<file path="config.mk">
export PLATFORM = sky130hd
export DESIGN_NAME = demux_1x2_reg
export DESIGN_NICKNAME = d
export VERILOG_FILES = /design/src/rtl/demux_pkg.sv /design/src/rtl/demux_out_slot.sv /design/src/rtl/demux_1x2_reg.sv
export SDC_FILE = /design/constraint.sdc
export NUM_CORES = 1
export LEC_CHECK = 0
export BUFFER_PORTS_ARGS = -buffer_cell sky130_fd_sc_hd__buf_4
export CAP_MARGIN = 20
export CORE_ASPECT_RATIO = 1.2
export CORE_MARGIN = 3
export CORE_UTILIZATION = 45
export DETAILED_ROUTE_END_ITERATION = 8
export PLACE_DENSITY = 0.73
export SYNTH_ARGS = -nofsm -noshare
export SYNTH_HDL_FRONTEND = slang
export SYNTH_SLANG_ARGS = --single-unit
export TNS_END_PERCENT = 10
</file>
<file path="constraint.sdc">
create_clock -name clk -period 3.25 [get_ports clk]
set_clock_uncertainty 0.1 [all_clocks]
set_input_delay 0.325 -clock clk [delete_from_list [all_inputs] [get_ports clk]]
set_output_delay 0.325 -clock clk [all_outputs]
set_load 0.1 [all_outputs]
</file>
<file path="src/rtl/demux_pkg.sv">
// Shared definitions for the registered 1:2 stream demultiplexer.
//   SEL_Y0 / SEL_Y1 : values of the route select that pick output 0 / output 1
//   next_count      : wrap-around increment used by the per-output transfer counters
package demux_pkg;

    localparam logic SEL_Y0 = 1'b0;
    localparam logic SEL_Y1 = 1'b1;

    // Widest counter supported by next_count; callers narrow the result to their own width,
    // which gives the wrap from 2^CNT_W-1 to 0 for free.
    localparam int unsigned MAX_CNT_W = 32;

    function automatic logic [MAX_CNT_W-1:0] next_count(input logic [MAX_CNT_W-1:0] count);
        return count + {{(MAX_CNT_W-1){1'b0}}, 1'b1};
    endfunction

endpackage

</file>
<file path="src/rtl/demux_out_slot.sv">
// One output side of the demultiplexer: a single-entry valid/data register with a
// ready/valid consumer interface and a count of completed transfers.
// Ports:
//   clk, rst    : clock, synchronous active-high reset
//   load        : write load_data into the slot this cycle
//   load_data   : data to store
//   out_ready   : consumer takes the slot contents this cycle
//   valid, data : slot contents presented to the consumer
//   count       : completed consumer handshakes (wraps)
//   can_accept  : slot can take a load this cycle (empty, or draining now)
module demux_out_slot
    import demux_pkg::*;
#(
    parameter int unsigned WIDTH = 8,
    parameter int unsigned CNT_W = 8
) (
    input  logic             clk,
    input  logic             rst,
    input  logic             load,
    input  logic [WIDTH-1:0] load_data,
    input  logic             out_ready,
    output logic             valid,
    output logic [WIDTH-1:0] data,
    output logic [CNT_W-1:0] count,
    output logic             can_accept
);

    logic             valid_q, valid_d;
    logic [WIDTH-1:0] data_q, data_d;
    logic [CNT_W-1:0] count_q, count_d;
    logic             drain;

    always_comb begin
        valid_d = valid_q;
        data_d  = data_q;
        count_d = count_q;
        drain   = valid_q && out_ready;

        if (drain) begin
            valid_d = 1'b0;
            count_d = CNT_W'(next_count(MAX_CNT_W'(count_q)));
        end
        // A load in the same cycle as a drain overrides the clear: no bubble.
        if (load) begin
            valid_d = 1'b1;
            data_d  = load_data;
        end
    end

    always_ff @(posedge clk) begin
        if (rst) begin
            valid_q <= 1'b0;
            data_q  <= '0;
            count_q <= '0;
        end else begin
            valid_q <= valid_d;
            data_q  <= data_d;
            count_q <= count_d;
        end
    end

    assign valid      = valid_q;
    assign data       = data_q;
    assign count      = count_q;
    assign can_accept = !valid_q || out_ready;

endmodule

</file>
<file path="src/rtl/demux_1x2_reg.sv">
// Registered 1:2 stream demultiplexer. One valid/ready producer is routed by s to one of
// two single-entry output slots, each with its own consumer handshake and transfer counter.
// Ports:
//   clk, rst               : clock, synchronous active-high reset
//   in_valid, in_ready, d  : producer stream
//   s                      : route select (0 -> y0, 1 -> y1), held with d until accepted
//   y0_valid, y0_ready, y0 : consumer 0 stream
//   y1_valid, y1_ready, y1 : consumer 1 stream
//   y0_count, y1_count     : completed handshakes per output (wrap)
// in_ready follows only the selected slot, so a stalled slot blocks the input even when
// the other slot is free (intended head-of-line behaviour).
module demux_1x2_reg
    import demux_pkg::*;
#(
    parameter int unsigned WIDTH = 8,
    parameter int unsigned CNT_W = 8
) (
    input  logic             clk,
    input  logic             rst,
    input  logic             in_valid,
    output logic             in_ready,
    input  logic [WIDTH-1:0] d,
    input  logic             s,
    output logic             y0_valid,
    input  logic             y0_ready,
    output logic [WIDTH-1:0] y0,
    output logic             y1_valid,
    input  logic             y1_ready,
    output logic [WIDTH-1:0] y1,
    output logic [CNT_W-1:0] y0_count,
    output logic [CNT_W-1:0] y1_count
);

    logic can_accept0, can_accept1;
    logic accept, load0, load1;

    always_comb begin
        in_ready = 1'b0;
        if (!rst) begin
            in_ready = (s == SEL_Y1) ? can_accept1 : can_accept0;
        end
        accept = in_valid && in_ready;
        load0  = accept && (s == SEL_Y0);
        load1  = accept && (s == SEL_Y1);
    end

    demux_out_slot #(
        .WIDTH (WIDTH),
        .CNT_W (CNT_W)
    ) u_slot0 (
        .clk        (clk),
        .rst        (rst),
        .load       (load0),
        .load_data  (d),
        .out_ready  (y0_ready),
        .valid      (y0_valid),
        .data       (y0),
        .count      (y0_count),
        .can_accept (can_accept0)
    );

    demux_out_slot #(
        .WIDTH (WIDTH),
        .CNT_W (CNT_W)
    ) u_slot1 (
        .clk        (clk),
        .rst        (rst),
        .load       (load1),
        .load_data  (d),
        .out_ready  (y1_ready),
        .valid      (y1_valid),
        .data       (y1),
        .count      (y1_count),
        .can_accept (can_accept1)
    );

endmodule

</file>
==> results of run 1 <==
## cells in the mapped netlist
| cell | instances | share of area, % |
|---|---|---|
| and2b_1 | 1 | 0.52 |
| nor2_1 | 9 | 2.3 |
| or2b_2 | 1 | 0.61 |
| inv_1 | 2 | 0.52 |
| ha_1 | 2 | 1.7 |
| dfxtp_1 | 34 | 47 |
| xor2_1 | 4 | 2.4 |
| nand3_2 | 2 | 1.4 |
| o31ai_1 | 4 | 2.1 |
| nor3b_2 | 1 | 0.87 |
| nand2_1 | 8 | 2.1 |
| or2b_1 | 1 | 0.52 |
| clkbuf_1 | 4 | 1.0 |
| buf_2 | 1 | 0.35 |
| or3_1 | 4 | 1.7 |
| or4_1 | 4 | 2.1 |
| a21oi_1 | 28 | 9.7 |
| a211oi_1 | 1 | 0.52 |
| mux2_2 | 2 | 1.6 |
| o21ai_1 | 6 | 2.1 |
| nand3_1 | 22 | 7.7 |
| buf_1 | 4 | 1.0 |
| o21ai_0 | 14 | 4.9 |
| nand3b_1 | 1 | 0.52 |
| nand4_1 | 4 | 1.7 |
| and3b_1 | 1 | 0.61 |
| or3b_1 | 1 | 0.61 |
| nor2b_1 | 3 | 1.3 |
## kinds of logic after synthesis
kind of cell | Yosys count | share of synthesized area [%]
xor gates and xnor gates | 4 | 2.44
DFF | 34 | 47.3
adders and majority gates | 2 | 1.74
and+or+nand+nor | 63 | 24.6
AOI/OAI and AO/OA | 53 | 19.3
buffers and inverters | 11 | 2.96
muxes | 2 | 1.57
## where the power goes
group	leakage (nW)	internal, mW	total (mW)	switching (mW)
clock	0.0353	0.105	0.246	0.141
sequential	0.275	0.425	0.431	0.00597
combinational	0.415	0.0309	0.128	0.0969
total	0.726	0.560	0.804	0.244
## state kept, by name (all words and copies together) (netlist names)
register       count
u_slot0.count      8
u_slot0.data       8
u_slot0.valid      1
u_slot1.count      8
u_slot1.data       8
u_slot1.valid      1
## critical path, cell delays in order (launching register included)
cell and delay (ns):
dfxtp_1 0.46, nor2b_1 0.51, a211oi_2 0.14, buf_4 0.25
## metrics by stage
step | hold WS (ns) | instances
after floorplan | 0.373 | 169
after global placement | 0.363 | 242
after detailed placement | 0.370 | 242
after CTS | 0.136 | 250
after global routing | 0.142 | 250
final | 0.149 | 250
## final cells by class
class                      instances  share of cell area [%]
tap                               34                    2.27
clock buffer                       7                    2.94
timing repair buffer              48                    19.3
inverter                           2                   0.401
multi-input combinational        124                    38.5
clock inverter                     1                   0.268
sequential                        34                    36.4
## per-layer routing
| metal | vias to the layer above | global-route usage, % |
|---|---|---|
| met5 | - | 0 |
| met4 | 0 | 6.96 |
| met3 | 6 | 6.60 |
| met2 | 41 | 33.2 |
| met1 | 648 | 21.8 |
| li1 | 706 | - |
## path summary, 6_finish.rpt
path / start / endpoint
worst max-delay path: u_slot1.valid / in_ready
worst min-delay path: d[4] / u_slot0.data[4]
worst max register to register: u_slot1.valid / u_slot1.data[1]
worst min register to register: u_slot1.data[6] / u_slot1.data[6]
==> run metrics, run 1 <==
H-tree depth=2; Power Density=430 mW/mm^2; setup TNS=0 ns; DR iter-0 viols=52; num rows=21; Syn Area/Cell=8.51 sq um; Synth-to-Final Area Change=30.1%; Yosys reg bits=34; Worst-Margin Slew=0.549 ns; drt total wl=3500 um; Final min period=2.13 ns; Slew Viols, Final=0; worst skew pair latency=0.34 ns; Post-Syn Instances=169; GPL Wtd Cong=0.862; commonest non-fill, non-tap cell in the layout=buf_4; Filler cells=257; highest routed layer=met4; Tcrit/Tclk final=65.5%; FF/Latch Area=681 sq um; drc violations=0; distinct cell type count after synthesis=28; die height=67.9 um; vias per cell=5.60; most frequent cells in the layout=buf_4 (48), dfxtp_1 (34), a21oi_1 (28); hold depth=3; fin util=64.1%; Synth Net Count=185; Max Cap Viol=0; yosys warns=0; Wirelength per Cell=14.0 um; register clock-pin slew on the reported worst setup and hold paths=0.10 ns; drt pass-1 iters=4; Fin. Hold Viols=0; Gates resized, CTS repair=0; pre-CTS setup slack=1.50 ns; outcome=finished clean; met1 WL=1520 um; Routed Antenna Nets=0; number of global-route vias before repair=1312; Reg2Reg Depth=3; arrival time worst endpoint=1.70 ns; vias=1401; chip width=57.6 um; CTS max path bufs=2; maximum vdd drop=0.324 mV; number of clock sinks=34; sequential share of the synthesized area=47.3%; Fmax=0.470 GHz; Initial Utilization=49.3%; core area=0.00292 sq mm; first-pass GRT wire length=5800 um; Max Fanout on Critical Path=9; number of buffers added on ports=48; Final Setup Violations=0; Tot GR Track Use=19.2%; startpoint types=flop; IO Pins=49; ant diodes=0; CTS tree=built; Placed Instance Area=0.00181 sq mm; setup ws final=1.12 ns; Hold Path Class=in -> reg; CP endpoint kind=primary output; critical path class=reg -> out; area of the multi-input gates=719 sq um; layout cells sized above 1=28.7%; WP data required=2.82 ns; Design Power=804 uW; HPWL after DPL=2550 um; Rel. slew slack=63.3%; static leakage=0.726 nW; largest net degree at the start of global routing=42; Setup Fix Bufs, Post-CTS=0; synthesized cell area=0.00144 sq mm; R2R setup slack=1.76 ns; # nets final=231; RSZ-0062 raised after global routing=no; metal3 WL=269 um; grt total ovfl=0; initial antenna violation count=0; hold_buf cts=0; Clock Tree Root=clkbuf_4; Die ar.=0.00391 sq mm; Design Area, Final=0.00187 sq mm; WL met2=1660 um; number of buffers created by CTS=5
(Power assumes the default switching activity.)
==> run 2: changes to the inputs <==
--- a/config.mk
+++ b/config.mk
@@ -5,13 +5,14 @@
 export SDC_FILE = /design/constraint.sdc
 export NUM_CORES = 1
 export LEC_CHECK = 0
+export ABC_AREA = 1
 export BUFFER_PORTS_ARGS = -buffer_cell sky130_fd_sc_hd__buf_4
 export CAP_MARGIN = 20
 export CORE_ASPECT_RATIO = 1.2
 export CORE_MARGIN = 3
 export CORE_UTILIZATION = 45
 export DETAILED_ROUTE_END_ITERATION = 8
-export PLACE_DENSITY = 0.73
+export PLACE_DENSITY = 0.72
 export SYNTH_ARGS = -nofsm -noshare
 export SYNTH_HDL_FRONTEND = slang
 export SYNTH_SLANG_ARGS = --single-unit
==> constraint.sdc (replaced) <==
create_clock -name clk -period 2.05 [get_ports clk]
set_clock_uncertainty 0.1 [all_clocks]
set_input_delay 0.205 -clock clk [delete_from_list [all_inputs] [get_ports clk]]
set_output_delay 0.205 -clock clk [all_outputs]
set_load 0.1 [all_outputs]
==> run 2 against run 1 <==
Register-to-register slack got worse by 1.2 ns. Sequential power grew 60%. Highest routed layer unchanged. Cell area increased by 4.4%. Area after synthesis increased by 3.4%. Combinational power grew 100%. Largest cell class is now flip-flops and latches. Critical path type unchanged. Flip-flop and latch count unchanged. Core utilization down 1.3 points. Die area increased by 3.1%. Via count is 0.57% higher. Setup slack worse by 0.79 ns. Global-route usage is 3.0 points lower.
==> run metrics, run 2 <==
Final min period=1.72 ns; RSZ-0062 raised after global routing=no (unchanged); area of the multi-input gates=651 sq um (was 719 sq um); Filler cells=293 (was 257); Net Sw Power=437 uW (was 244 uW); Die ar.=0.00403 sq mm (was 0.00391 sq mm); Synth Net Count=227 (was 185); number of buffers created by CTS=5 (unchanged); most frequent cells in the layout=nor2_1 (52), buf_4 (49), nand2_1 (35) (was buf_4 (48), dfxtp_1 (34), a21oi_1 (28)); Max Fanout on Critical Path=9 (unchanged); chip width=58.5 um (was 57.6 um); Post-synth top flop=dfxtp_1 (unchanged); critical path class=reg -> out (unchanged); DR iter-0 viols=34 (was 52); Fmax=0.583 GHz; ranking of synthesized cells by area=dfxtp_1 (46%), nor2_1 (13%), nand2_1 (8.8%) (was dfxtp_1 (47%), a21oi_1 (9.7%), nand3_1 (7.7%)); FF/Latch Area=683 sq um (was 681 sq um); sequential share of the synthesized area=45.8% (was 47.3%); Fin. Hold Viols=0 (unchanged); drc violations=0 (unchanged); Int Power=995 uW (was 560 uW); Syn Area/Cell=7.04 sq um (was 8.51 sq um); Clock Tree Root=clkbuf_4 (unchanged); number of global-route vias before repair=1186 (was 1312); critical path buffer and inverter count=1 (unchanged); startpoint types=flop (unchanged); Placed Cells=291 (was 242); register clock-pin slew on the reported worst setup and hold paths=0.10 ns (about the same); number of clock sinks=34 (unchanged); hold slack=0.0289 ns (was 0.149 ns); most frequent cell after synthesis=nor2_1 (was dfxtp_1); Clk pwr share=33.9% (was 30.6%); hold_buf cts=0 (unchanged); Tot GR Track Use=16.2% (was 19.2%); WP data required=1.75 ns (was 2.82 ns); CTS tree=built (unchanged); cell taking the most area after synthesis=dfxtp_1 (unchanged); Reg2Reg Depth=7 (was 3); distinct cell type count after synthesis=19 (was 28); first-pass GRT wire length=4920 um (was 5800 um); commonest non-fill, non-tap cell in the layout=nor2_1 (was buf_4); largest net degree at the start of global routing=18 (was 42); Final Setup Violations=0 (unchanged); Tcrit/Tclk final=83.7%; Slew Viols, Final=0 (unchanged); vias per cell=4.71 (was 5.60); Rel. slew slack=72.5% (was 63.3%); die height=69.0 um (was 67.9 um); CTS max path bufs=2 (unchanged); Max Cap Viol=0 (unchanged); Yosys reg bits=34 (unchanged); Crit. path cell count=4 (was 3); arrival time worst endpoint=1.41 ns (was 1.70 ns); crit-path cells=nand2_1 > nor2_1 > nor2_4 > buf_4 (was nor2b_1 > a211oi_2 > buf_4); Synth-to-Final Area Change=31.4% (was 30.1%); Power Density=733 mW/mm^2 (was 430 mW/mm^2); Gates resized, CTS repair=0 (unchanged); number of synthesized flops with an enable pin=0 (unchanged); yosys warns=0 (unchanged); Wirelength per Cell=10.2 um (was 14.0 um); setup TNS=0 ns (unchanged); Hold Path Class=in -> reg (unchanged); Setup Fix Bufs, Post-CTS=0 (unchanged); number of buffers added on ports=48 (unchanged); initial antenna violation count=0 (unchanged); # nets final=278 (was 231); Routed Antenna Nets=0 (unchanged); ant diodes=0 (unchanged); Worst-Margin Slew=0.409 ns (was 0.549 ns); grt total ovfl=0 (unchanged); IO Pins=49 (unchanged); Post-Syn Instances=211 (was 169); maximum vdd drop=0.711 mV (was 0.324 mV); CP endpoint kind=primary output (unchanged); Yosys top cell area share=45.8% (was 47.3%); layout cells sized above 1=25.1% (was 28.7%); outcome=finished clean (unchanged); switching portion of total power=30.5% (was 30.3%); synthesized cell area=0.00149 sq mm (was 0.00144 sq mm); static leakage=0.948 nW (was 0.726 nW); fin util=62.8% (was 64.1%); hold depth=2 (was 3); H-tree depth=2 (unchanged); core area=0.00311 sq mm (was 0.00292 sq mm); vias=1409 (was 1401); Async SR Flop Fraction=0% (unchanged); GPL Wtd Cong=0.804 (was 0.862); critical path's largest stage delay=0.37 ns (was 0.51 ns); post-route insts no fill=299 (was 250); drt pass-1 iters=4 (unchanged); Design Power=1.43 mW (was 804 uW); slowest CP cell=dfxtp_1 (was nor2b_1); CP delay by family, top=flip-flops (was simple AND/OR/NAND/NOR gates); num rows=22 (was 21); part of the power in combinational logic=18.0% (was 15.9%); most frequent cells after synthesis=nor2_1 (52), nand2_1 (35), dfxtp_1 (34) (was dfxtp_1 (34), a21oi_1 (28), nand3_1 (22)); Reg power frac=48.1% (was 53.6%); drt total wl=3040 um (was 3500 um); worst skew pair latency=0.33 ns (was 0.34 ns); HPWL after DPL=2360 um (was 2550 um); Initial Utilization=47.8% (was 49.3%)
## run 2: through the flow
step	cell area, sq um	worst slack, ns
finish	1950	0.334
global route	1950	0.222
CTS	1950	0.312
detailed placement	1870	0.600
global placement	1870	0.605
floorplan	1490	-0.0190
## run 2: path summary, 6_finish.rpt
path	to	start	slack (ns)
setup / recovery	in_ready	u_slot0.valid	0.33
hold / removal	u_slot1.count[7]	rst	0.03
setup reg to reg	u_slot1.count[6]	u_slot1.count[1]	0.60
hold reg to reg	u_slot0.count[4]	u_slot0.count[4]	0.39
## run 2: per-layer routing
| layer | routed length, um | global-route usage, % |
|---|---|---|
| met5 | 0 | 0 |
| met4 | 57 | 7.83 |
| met3 | 191 | 5.59 |
| met2 | 1420 | 27.0 |
| met1 | 1370 | 18.5 |
## run 2: worst register-to-register path: cells and delay by family (launching register included)
| family | cells | cell delay (ns) |
|---|---|---|
| AND/OR/NAND/NOR | 3 | 0.48 |
| AO/OA/AOI/OAI | 1 | 0.13 |
| buffers and inverters | 2 | 0.10 |
| flip-flops | 1 | 0.40 |
| adder cells (fa/ha/maj) | 1 | 0.19 |
## run 2: cell families (layout without fill, tap and decap cells)
group                      Yosys count  count (layout)  synth area share, %
and+or+nand+nor                    112             112                 33.2
AOI/OAI and AO/OA                   25              25                 8.59
DFF                                 34              34                 45.8
adders and majority gates            2               2                 1.68
buffers and inverters               38              90                 10.8
## run 2: cell type report
class                   instances  area share, %
repair buffers                 49           18.8
clock buffers                   5           1.92
inverters                      33           6.34
multi-input cells             139           33.3
well taps                      36           2.31
clock inverters                 3           2.31
flip-flops and latches         34           35.0
## run 2: power by group through the flow
stage	Clock [mW]	Combinational, mW	Sequential, mW
finish	0.486	0.257	0.689
global route	0.534	0.275	0.692
CTS	0.507	0.259	0.689
detailed placement	0	0.259	0.704
global placement	0	0.258	0.704
floorplan	0	0.0752	0.825
==> run 3: changes to the inputs <==
--- a/config.mk
+++ b/config.mk
@@ -10,9 +10,9 @@
 export CAP_MARGIN = 20
 export CORE_ASPECT_RATIO = 1.2
 export CORE_MARGIN = 3
-export CORE_UTILIZATION = 45
+export CORE_UTILIZATION = 44
 export DETAILED_ROUTE_END_ITERATION = 8
-export PLACE_DENSITY = 0.72
+export PLACE_DENSITY = 0.74
 export SYNTH_ARGS = -nofsm -noshare
 export SYNTH_HDL_FRONTEND = slang
 export SYNTH_SLANG_ARGS = --single-unit
==> constraint.sdc (replaced) <==
create_clock -name clk -period 1.5 [get_ports clk]
set_clock_uncertainty 0.1 [all_clocks]
set_input_delay 0.15 -clock clk [delete_from_list [all_inputs] [get_ports clk]]
set_output_delay 0.15 -clock clk [all_outputs]
set_load 0.1 [all_outputs]
==> run 3 against run 2 <==
First-iteration DRC count rose by 53%. Via count rose by 1.2%. Clock power grew 11%. Clock-buffer cell count rose by 1. Global-route usage up 1.4 points. Register-to-register slack lost 0.44 ns. Critical path depth did not move. Sequential power is 36% higher.
==> run metrics, run 3 (synthesis gave the netlist of run 2 again) <==
most frequent cells in the layout=buf_4 (51), nor2_1 (50), nand2_1 (34) (was nor2_1 (52), buf_4 (49), nand2_1 (35)); core area=0.00314 sq mm (was 0.00311 sq mm); # nets final=282 (was 278); first-pass GRT wire length=5780 um (was 4920 um); Max Fanout on Critical Path=5 (was 9); vias per cell=4.71 (about the same); DR iter-0 viols=52 (was 34); critical path class=reg -> out (unchanged); IO Pins=49 (unchanged); arrival time worst endpoint=1.20 ns (was 1.41 ns); number of global-route vias before repair=1380 (was 1186); Fmax=0.692 GHz; critical path buffer and inverter count=1 (unchanged); Final min period=1.45 ns; Fin. Hold Viols=0 (unchanged); Die ar.=0.00411 sq mm (was 0.00403 sq mm); Clock Tree Root=clkbuf_4 (unchanged); critical path's largest stage delay=0.37 ns (about the same); worst skew pair latency=0.34 ns (was 0.33 ns); static leakage=0.995 nW (was 0.948 nW); drc violations=0 (unchanged); maximum vdd drop=0.609 mV (was 0.711 mV); CP delay by family, top=flip-flops (unchanged); Worst-Margin Slew=0.425 ns (was 0.409 ns); fin util=64.7% (was 62.8%); RSZ-0062 raised after global routing=yes (was no); initial antenna violation count=0 (unchanged); layout cells sized above 1=31.1% (was 25.1%); num rows=22 (unchanged); R2R setup slack=0.16 ns (was 0.60 ns); ant diodes=0 (unchanged); hold slack=0.0384 ns (was 0.0289 ns); number of buffers created by CTS=5 (unchanged); Synth-to-Final Area Change=36.5% (was 31.4%); CTS tree=built (unchanged); CTS max path bufs=2 (unchanged); grt total ovfl=0 (unchanged); HPWL after DPL=2510 um (was 2360 um); Rel. slew slack=71.5% (was 72.5%); number of buffers added on ports=48 (unchanged); outcome=finished clean (unchanged); number of clock sinks=34 (unchanged); drt pass-1 iters=4 (unchanged); register clock-pin slew on the reported worst setup and hold paths=0.10 ns (about the same); WP data required=1.25 ns (was 1.75 ns); Routed Antenna Nets=0 (unchanged); Max Cap Viol=0 (unchanged); die height=69.7 um (was 69.0 um); Tcrit/Tclk final=96.4%; Tot GR Track Use=17.6% (was 16.2%); Wirelength per Cell=10.7 um (was 10.2 um); H-tree depth=2 (unchanged); Hold Path Class=in -> reg (unchanged); drt total wl=3240 um (was 3040 um); vias=1426 (was 1409); Power Density=907 mW/mm^2 (was 733 mW/mm^2); GPL Wtd Cong=0.783 (was 0.804); Slew Viols, Final=0 (unchanged); Initial Utilization=47.4% (was 47.8%); slowest CP cell=dfxtp_4 (was dfxtp_1); crit-path cells=nand2_1 > nor2_2 > nor2_4 > buf_12 (was nand2_1 > nor2_1 > nor2_4 > buf_4); Final Setup Violations=0 (unchanged); startpoint types=flop (unchanged); CP endpoint kind=primary output (unchanged); chip width=59.1 um (was 58.5 um); largest net degree at the start of global routing=18 (unchanged); commonest non-fill, non-tap cell in the layout=buf_4 (was nor2_1)
[run 3: layout make-up]
cell class	count	area (sq um)
clock buffers	6	51.3
clock inverters	2	11.3
fillers	300	1110
inverters	33	124
multi-input cells	139	679
flip-flops and latches	34	706
well taps	36	45.0
repair buffers	53	413
[run 3: routing by layer]
| metal | share of wire [%] | GRT usage (%) | wire length, um |
|---|---|---|---|
| met5 | 0 | 0 | 0 |
| met4 | 1.1 | 6.80 | 35 |
| met3 | 6.4 | 5.77 | 207 |
| met1 | 45 | 21.7 | 1470 |
| met2 | 47 | 27.9 | 1530 |
[run 3: worst paths after layout]
kind,from,end,depth (start not counted)
max,u_slot0.valid,in_ready,4
min reg2reg,u_slot0.count[3],u_slot0.count[3],1
max reg2reg,u_slot1.valid,u_slot1.count[5],7
min,y1_ready,u_slot1.valid,4
[run 3: metrics by stage]
stage | total power, mW | instances | TNS, ns | setup slack [ns] | instance area [sq um]
2_1_floorplan | 1.23 | 211 | -2.72 | -0.201 | 1520
3_3_place_gp | 1.31 | 293 | 0 | 0.112 | 1920
3_5_place_dp | 1.31 | 293 | 0 | 0.0332 | 1920
4_1_cts | 1.87 | 303 | 0 | 0.0166 | 2010
5_1_grt | 1.94 | 303 | -0.0199 | -0.0199 | 2030
6_report | 1.84 | 303 | 0 | 0.0539 | 2030
[run 3: worst register-to-register path, delay by kind of cell (launching register included)]
kind / cells / cell delay (ns)
and+or+nand+nor: 5 / 0.49
buffers and inverters: 1 / 0.13
AOI/OAI and AO/OA: 1 / 0.15
DFF: 1 / 0.38
[run 3: power by group]
part | total, mW | switching (mW) | internal, mW
Combinational | 0.367 | 0.272 | 0.0949
Sequential | 0.936 | 0.0160 | 0.920
Clock | 0.538 | 0.312 | 0.227
Total | 1.84 | 0.600 | 1.24
[run 3: what timing repair did]
action                     4_1_cts  5_1_grt
gates resized for setup          3        5
hold endpoints to repair        12        0
hold buffers                     1        0
pin swaps                        1        0
setup endpoints to repair        1        8
setup buffers                    1        0
